[src/rtl/programmable_clock_divider.sv]
// Runtime-programmable clock divider: one-cycle tick every N enabled cycles, near-50% square
// wave, pause, and reprogramming that waits for the current period to finish.
module programmable_clock_divider #(
  parameter int unsigned WIDTH       = 16,
  parameter int unsigned DEFAULT_DIV = 100
) (
  input  logic             clk,
  input  logic             rst,
  input  logic             en,
  input  logic [WIDTH-1:0] div_in,
  input  logic             div_load,
  output logic             tick,
  output logic             sq_out,
  output logic [WIDTH-1:0] count,
  output logic             load_busy,
  output logic             load_err
);

  typedef enum logic [0:0] {StIdle, StPend} pend_state_e;

  localparam logic [WIDTH-1:0] DefaultDiv = WIDTH'(DEFAULT_DIV);
  localparam logic [WIDTH-1:0] One        = WIDTH'(1);

  pend_state_e      state_q, state_d;
  logic [WIDTH-1:0] cnt_q, cnt_d;
  logic [WIDTH-1:0] div_q, div_d;
  logic [WIDTH-1:0] pend_q, pend_d;
  logic             tick_q, tick_d;
  logic             sq_q, sq_d;
  logic             err_q, err_d;

  logic             wrap;
  logic             load_ok;
  logic [WIDTH-1:0] cnt_next;
  logic [WIDTH:0]   half;

  assign wrap    = en && (cnt_q == (div_q - One));
  assign load_ok = div_load && (div_in != '0);
  // One extra bit so div_q = 2^WIDTH-1 cannot overflow the rounding add.
  assign half    = ((WIDTH+1)'(div_q) + (WIDTH+1)'(1)) >> 1;

  always_comb begin
    state_d  = state_q;
    cnt_d    = cnt_q;
    div_d    = div_q;
    pend_d   = pend_q;
    sq_d     = sq_q;
    tick_d   = wrap;
    err_d    = div_load && (div_in == '0);
    cnt_next = wrap ? '0 : cnt_q + One;

    if (!en) begin
      // Paused: a valid load takes effect immediately and restarts the period.
      if (load_ok) begin
        div_d   = div_in;
        cnt_d   = '0;
        state_d = StIdle;
      end
    end else begin
      cnt_d = cnt_next;
      sq_d  = ({1'b0, cnt_next} < half);
      if (wrap) begin
        state_d = StIdle;
        if (load_ok) begin
          div_d = div_in;
        end else begin
          unique case (state_q)
            StPend:  div_d = pend_q;
            default: div_d = div_q;
          endcase
        end
      end else if (load_ok) begin
        pend_d  = div_in;
        state_d = StPend;
      end
    end
  end

  always_ff @(posedge clk) begin
    if (rst) begin
      state_q <= StIdle;
      cnt_q   <= '0;
      div_q   <= DefaultDiv;
      pend_q  <= '0;
      tick_q  <= 1'b0;
      sq_q    <= 1'b0;
      err_q   <= 1'b0;
    end else begin
      state_q <= state_d;
      cnt_q   <= cnt_d;
      div_q   <= div_d;
      pend_q  <= pend_d;
      tick_q  <= tick_d;
      sq_q    <= sq_d;
      err_q   <= err_d;
    end
  end

  assign tick      = tick_q;
  assign sq_out    = sq_q;
  assign count     = cnt_q;
  assign load_busy = (state_q == StPend);
  assign load_err  = err_q;

endmodule

[config.mk]
export PLATFORM = sky130hd
export DESIGN_NAME = programmable_clock_divider
export DESIGN_NICKNAME = d
export VERILOG_FILES = /design/src/rtl/programmable_clock_divider.sv
export SDC_FILE = /design/constraint.sdc
export NUM_CORES = 1
export LEC_CHECK = 0
export ABC_AREA = 0
export CAP_MARGIN = 20
export CORE_MARGIN = 2
export CORE_UTILIZATION = 45
export CTS_BUF_LIST = sky130_fd_sc_hd__clkbuf_8 sky130_fd_sc_hd__clkbuf_16
export DETAILED_ROUTE_END_ITERATION = 16
export GPL_TIMING_DRIVEN = 0
export PLACE_DENSITY = 0.76
export SYNTH_ARGS = -nofsm -noshare
export SYNTH_HDL_FRONTEND = slang
export SYNTH_SLANG_ARGS = --single-unit
[constraint.sdc]
create_clock -name clk -period 4.32 [get_ports clk]
set_input_delay 1.296 -clock clk [delete_from_list [all_inputs] [get_ports clk]]
set_output_delay 1.296 -clock clk [all_outputs]
set_load 0.1 [all_outputs]
# --- Word level (Yosys, flattened, before mapping) ---
# Cells that the tools add are included.
totals:
  reg_bits: 52
  out_inout_bits: 20
classes:
  addsub: 3
  n_eq_ne: 3
  n_lt_le_gt_ge: 1
  reduce_logical: 10
  bitwise_logic: 1
  muxes: 12
ops:
  columns: ["op", "n"]
  rows:
  - ["two-way mux 16 bit", 8]
  - ["adder 16 x 1 -> 17 bit (second input constant)", 1]
  - ["adder 16 x 1 -> 16 bit (second input constant)", 1]
  - ["equality test 16 bit", 1]
  - ["logical NOT 16 bit", 1]
  - ["< comparator 16 bit", 1]
  - ["nonzero test 16 bit", 1]
  - ["subtractor 16 x 1 -> 16 bit (second input constant)", 1]
  - ["AND reduction 3 bit", 2]
  - ["two-way mux 1 bit", 4]
  - ["nonzero test 2 bit", 2]
  - ["logical AND 1 bit", 3]
  - ["inequality test 3 x 2 -> 1 bit (second input constant)", 1]
  - ["inequality test 2 x 1 -> 1 bit (second input constant)", 1]
  - ["AND reduction 2 bit", 1]
  - ["inverter 1 bit", 1]

# --- Depth between registers and ports, before layout ---
logic_depth:
  depth_word: 5
  ltp_mapped: 18

# --- Worst setup path before layout ---
# OpenSTA, ideal clock, no wires.
synth_path:
  path_type: "reg-to-reg"
  startpoint: "register cnt_q[7], in the netlist count[7]"
  endpoint: "register sq_q, in the netlist sq_out"
  slack_ps: 403
  stages_incl_launch_ff: 16
  period_less_slack_ps: 3917
  n_path_buf: 3
  required_time_ps: 4244
  t_arrival_ps: 3842
  setup_ps: 76
  path_cell_list: "dfxtp_1 -> clkbuf_1 -> xor2_1 -> or3b_2 -> a221oi_2 -> and4b_1 -> buf_2 -> buf_2 -> nor2_1 -> ha_1 -> a21o_1 -> a21o_1 -> a21oi_1 -> and3b_1 -> o21ai_0 -> a21boi_0"
synth_via:
  elab_chain_cells: 4
  elab_cells_between_ends: 5
synth_lines:
  columns: ["element", "line_no", "rtl"]
  rows:
  - ["from (decl)", "25", "logic [WIDTH-1:0] cnt_q, cnt_d;"]
  - ["from (signal assigned)", "90", "cnt_q <= cnt_d;"]
  - ["parallel branches: the longest is 2 deep, another holds adder 16 x 1 -> 16 bit", null, null]
  - ["two-way mux 16 bit *", "50", "cnt_next = wrap ? '0 : cnt_q + One;"]
  - ["< comparator 16 bit *", "61", "sq_d = ({1'b0, cnt_next} < half);"]
  - ["to (signal assigned)", "94", "sq_q <= sq_d;"]
  - ["to (decl)", "29", "logic sq_q, sq_d;"]
# Every way passes the cells marked *.
# A chain may end at the register's enable or synchronous reset.

# --- Final worst setup path ---
layout_path:
  startpoint: "input en"
  endpoint: "register sq_q, in the netlist sq_out"
layout_via:
  elab_chain_cells: 3
layout_lines:
  columns: ["element", "line_no", "rtl"]
  rows:
  - ["from (decl)", "9", "input logic en,"]
  - ["logical AND 1 bit", "37", "assign wrap = en && (cnt_q == (div_q - One));"]
  - ["two-way mux 16 bit", "50", null]
  - ["< comparator 16 bit", "61", null]
# Several ways; a longest one is shown, not always the timed one.

==> flow_summary.toml <==
[timing]
finalClockSkew_ns = 0.007892
slew_viol_final = 0
totalNegativeSetupSlack_ns = 0
tightest_slew_ns = 0.9894
layout_worst_path_cycle_share_pct = 95.28
final.min_clock_period_ns = 4.116
hold_violations = 0
post-route-worst-setup-slack_ns = 0.2039
grt_setup_unrepaired = "false"
slew_headroom_pct = 33.84
achievable-frequency_mhz = 243.0
timing.final.setup_violations = 0

[synth]
post_synth.cell_area_avg_sq_um = 8.292
postSynth.topFlopCell = "dfxtp_1"
synth-edff-count = 0
synth-seq-cells = 52
synth.net_count = 518
synth_sequential_area_ratio_pct = 26.16
synth_cell_types = 60
synthMostInstantiatedCell = "dfxtp_1"
synth_largest_type_area_fraction_pct = 26.16
count_of_synthesis_stage_warnings_from_yosys = 0
post_synth_main_area_contributors = "dfxtp_1 (26%), mux2i_1 (7.8%), xor2_1 (7.3%), ha_1 (5.7%), nand2b_1 (5.3%)"
number_of_cells_produced_by_synthesis = 480
synth_largest_area_cell = "dfxtp_1"
synthTopCellsByCount = "dfxtp_1 (52), nor2_1 (42), nand2b_1 (34)"
synthArstFlopShare_pct = 0
synth.cell_area_sq_um = 3980

[min_path]
hold_path.class = "flop to flop"
worstHoldPathCells = 2

[setup_path]
required_ns = 4.57
cp_slowest_cell = "clkdlybuf4s50_1"
worstSetupEndpointType = "flop"
crit_chain = "clkdlybuf4s50_1 > inv_1 > a21oi_1 > and4b_1 > clkbuf_4 > clkbuf_4 > nor2_1 > ha_1 > a21oi_1 > nor2_1 > a2111oi_0 > o21ai_0 > a21oi_1 > a21boi_0"
cp_common_cell = "a21oi_1"
critical_path_arrival_ns = 4.36
setup.worst_path.start_class = "input port"
timing_worst_setup_path_type = "input port to flop"
crit_cells = 14
cp_max_fo = 10
reg2reg_slack_ns = 0.21
worst_path_dominant_cell_family = "buffers and inverters"
delay_contributed_by_the_slowest_stage_of_the_critical_path_ns = 0.59
critical_path_buf_inv_count = 4
reg2reg_depth = 18

[route]
route.vias.total = 3506
drt_first_pass_iters = 4
route.detailed.vias_per_inst = 5.530
drt-initial-drc-count = 207
drt-total-wl_um = 9754
detail_route.wl_per_cell_um = 15.38
post-route-drc-count = 0
drtAntennaViolNets = 0

[clock_tree]
cts-htree-levels = 2
clockBufferDepth = 2
worst_skew_pair.late_latency_ns = 0.33
clkTransAtPathRegs_ns = 0.11
root_buffer = "clkbuf_8"
cts_num_sinks = 52
cts_tree = "yes"
cts_setup_buffers = 0
cts-hold-fix-buffers = 0
cts_buffers = 5

[run]
cap_violations = 0

[power]
clkPwrFrac_pct = 28.9
power_frac_comb_pct = 23.6
switching_fraction_of_total_power_pct = 33.17
seq_power_share_pct = 47.4
power.internal_uw = 730.9
power.leakage_nw = 1.785
cellPowerDensity_nw_per_um2 = 236.0
net-switching-power_uw = 362.7
vdd.ir_drop.worst_uv = 143.8

[global_routing]
vias_in_the_first_global_route = 3259
grt_start_max_net_pins = 19
initial_antenna_violation_count = 0
grt.total_usage_pct = 20.41
gr-total-overflow = 0
grt_first_pass_wirelength_um = 16010

[placed_design]
place.port_buffers = 39
place_worst_setup_slack_ns = -0.1089
dp.final_hpwl_um = 7406
gp_routability_congestion = 0.9233
placedCellCount = 627

[finish]
layout.nets = 563
nFillCells = 818
antenna_cells_inserted = 0
final-instance-count-excl-fill = 634
post_route_cells_drive_above_1_share_pct = 8.365
layout-area-overhead-vs-synth_pct = 16.41

[floorplanning]
placement_rows = 34
initial_core_util_pct = 46.09
die_y_um = 98.05
placeableCoreArea_sq_um = 8636
i_o_pin_cnt = 40
fp.dieArea_sq_um = 9613
die_w_um = 98.05

[outcome]
run_status = "complete, no violations"
## tightest hold or removal path: stages (launching register included)
cell and delay [ns]:
dfxtp_1 0.32, nand2b_1 0.07, mux2i_1 0.06
## layout make-up
type / count / area (sq um) / area share [%]
Clock inverter: 3 / 27.53 / 0.5941
Sequential cell: 52 / 1041 / 22.47
Timing Repair Buffer: 39 / 390.4 / 8.426
Tap cell: 108 / 135.1 / 2.917
Buffer: 41 / 205.2 / 4.429
Multi-Input combinational cell: 378 / 2735 / 59.03
Inverter: 8 / 30.03 / 0.6481
Clock buffer: 5 / 68.82 / 1.485
## state kept, by name (all words and copies together) (netlist names)
signal,count
pend_q,16
count,16
sq_out,1
tick,1
div_q,16
load_err,1
load_busy,1
## per-layer routing
layer  vias to the layer above  share of wire, %  wire (um)  GRT usage [%]
li1                       1776                 -          -              -
met1                      1619                46       4491          26.55
met2                        97                48       4635          35.04
met3                        14               4.8        471          3.150
met4                         0               1.6        155          5.876
met5                         -                 0          0              0
## kinds of logic (layout without fill, tap and decap cells)
kind of cell,Yosys count,count (layout),synth area share (%)
simple gates,212,212,30.12
compound gates,59,59,11.47
xor+xnor,55,55,12.10
flops,52,52,26.16
buf+inv,50,96,5.847
mux,34,34,8.645
fa+ha+maj,18,18,5.659
## power groups by stage
stage | clock, mW | sequential, mW | combinational [mW]
final | 0.316 | 0.519 | 0.259
after global routing | 0.339 | 0.522 | 0.282
after CTS | 0.317 | 0.517 | 0.254
after detailed placement | 0 | 0.527 | 0.254
after global placement | 0 | 0.526 | 0.248
after floorplan | 0 | 0.540 | 0.170
## final timing paths
path / startpoint / to
worst min-delay path: pend_q[15] / pend_q[15]
worst max-delay path: en / sq_out
worst max register to register: div_q[0] / sq_out
worst min register to register: pend_q[15] / pend_q[15]
## layout by cell type (no fill, tap or decap), drive strengths merged, types with 14 or more instances in the layout
cell type | netlist | layout
clkbuf | 27 | 32
xnor2 | 22 | 22
and3 | 14 | 14
nand2b | 34 | 34
a21oi | 15 | 15
xor2 | 33 | 33
nor3 | 22 | 22
ha | 18 | 18
mux2i | 31 | 31
nand3 | 16 | 16
dfxtp | 52 | 52
nor2 | 42 | 42
a211oi | 15 | 15
clkdlybuf4s50 | 0 | 39
buf | 15 | 14
nand2 | 27 | 27
## repair_timing
action / 4_1_cts / 5_1_grt
pin swaps: 0 / 1
gates resized for setup: 2 / 7
endpoints found under the setup margin: 1 / 1
## through the flow
| step | utilization, % | power (mW) | instance area (sq um) | hold slack [ns] |
|---|---|---|---|---|
| 2_1_floorplan | - | 0.7093 | 3980 | 0.4462 |
| 3_3_place_gp | 52.17 | 0.7739 | 4506 | 0.4550 |
| 3_5_place_dp | 52.17 | 0.7808 | 4506 | 0.4661 |
| 4_1_cts | 53.32 | 1.088 | 4604 | 0.4823 |
| 5_1_grt | 53.65 | 1.143 | 4633 | 0.4963 |
| 6_report | 53.65 | 1.094 | 4633 | 0.4830 |
No activity file was read; power rests on OpenSTA's default activity.
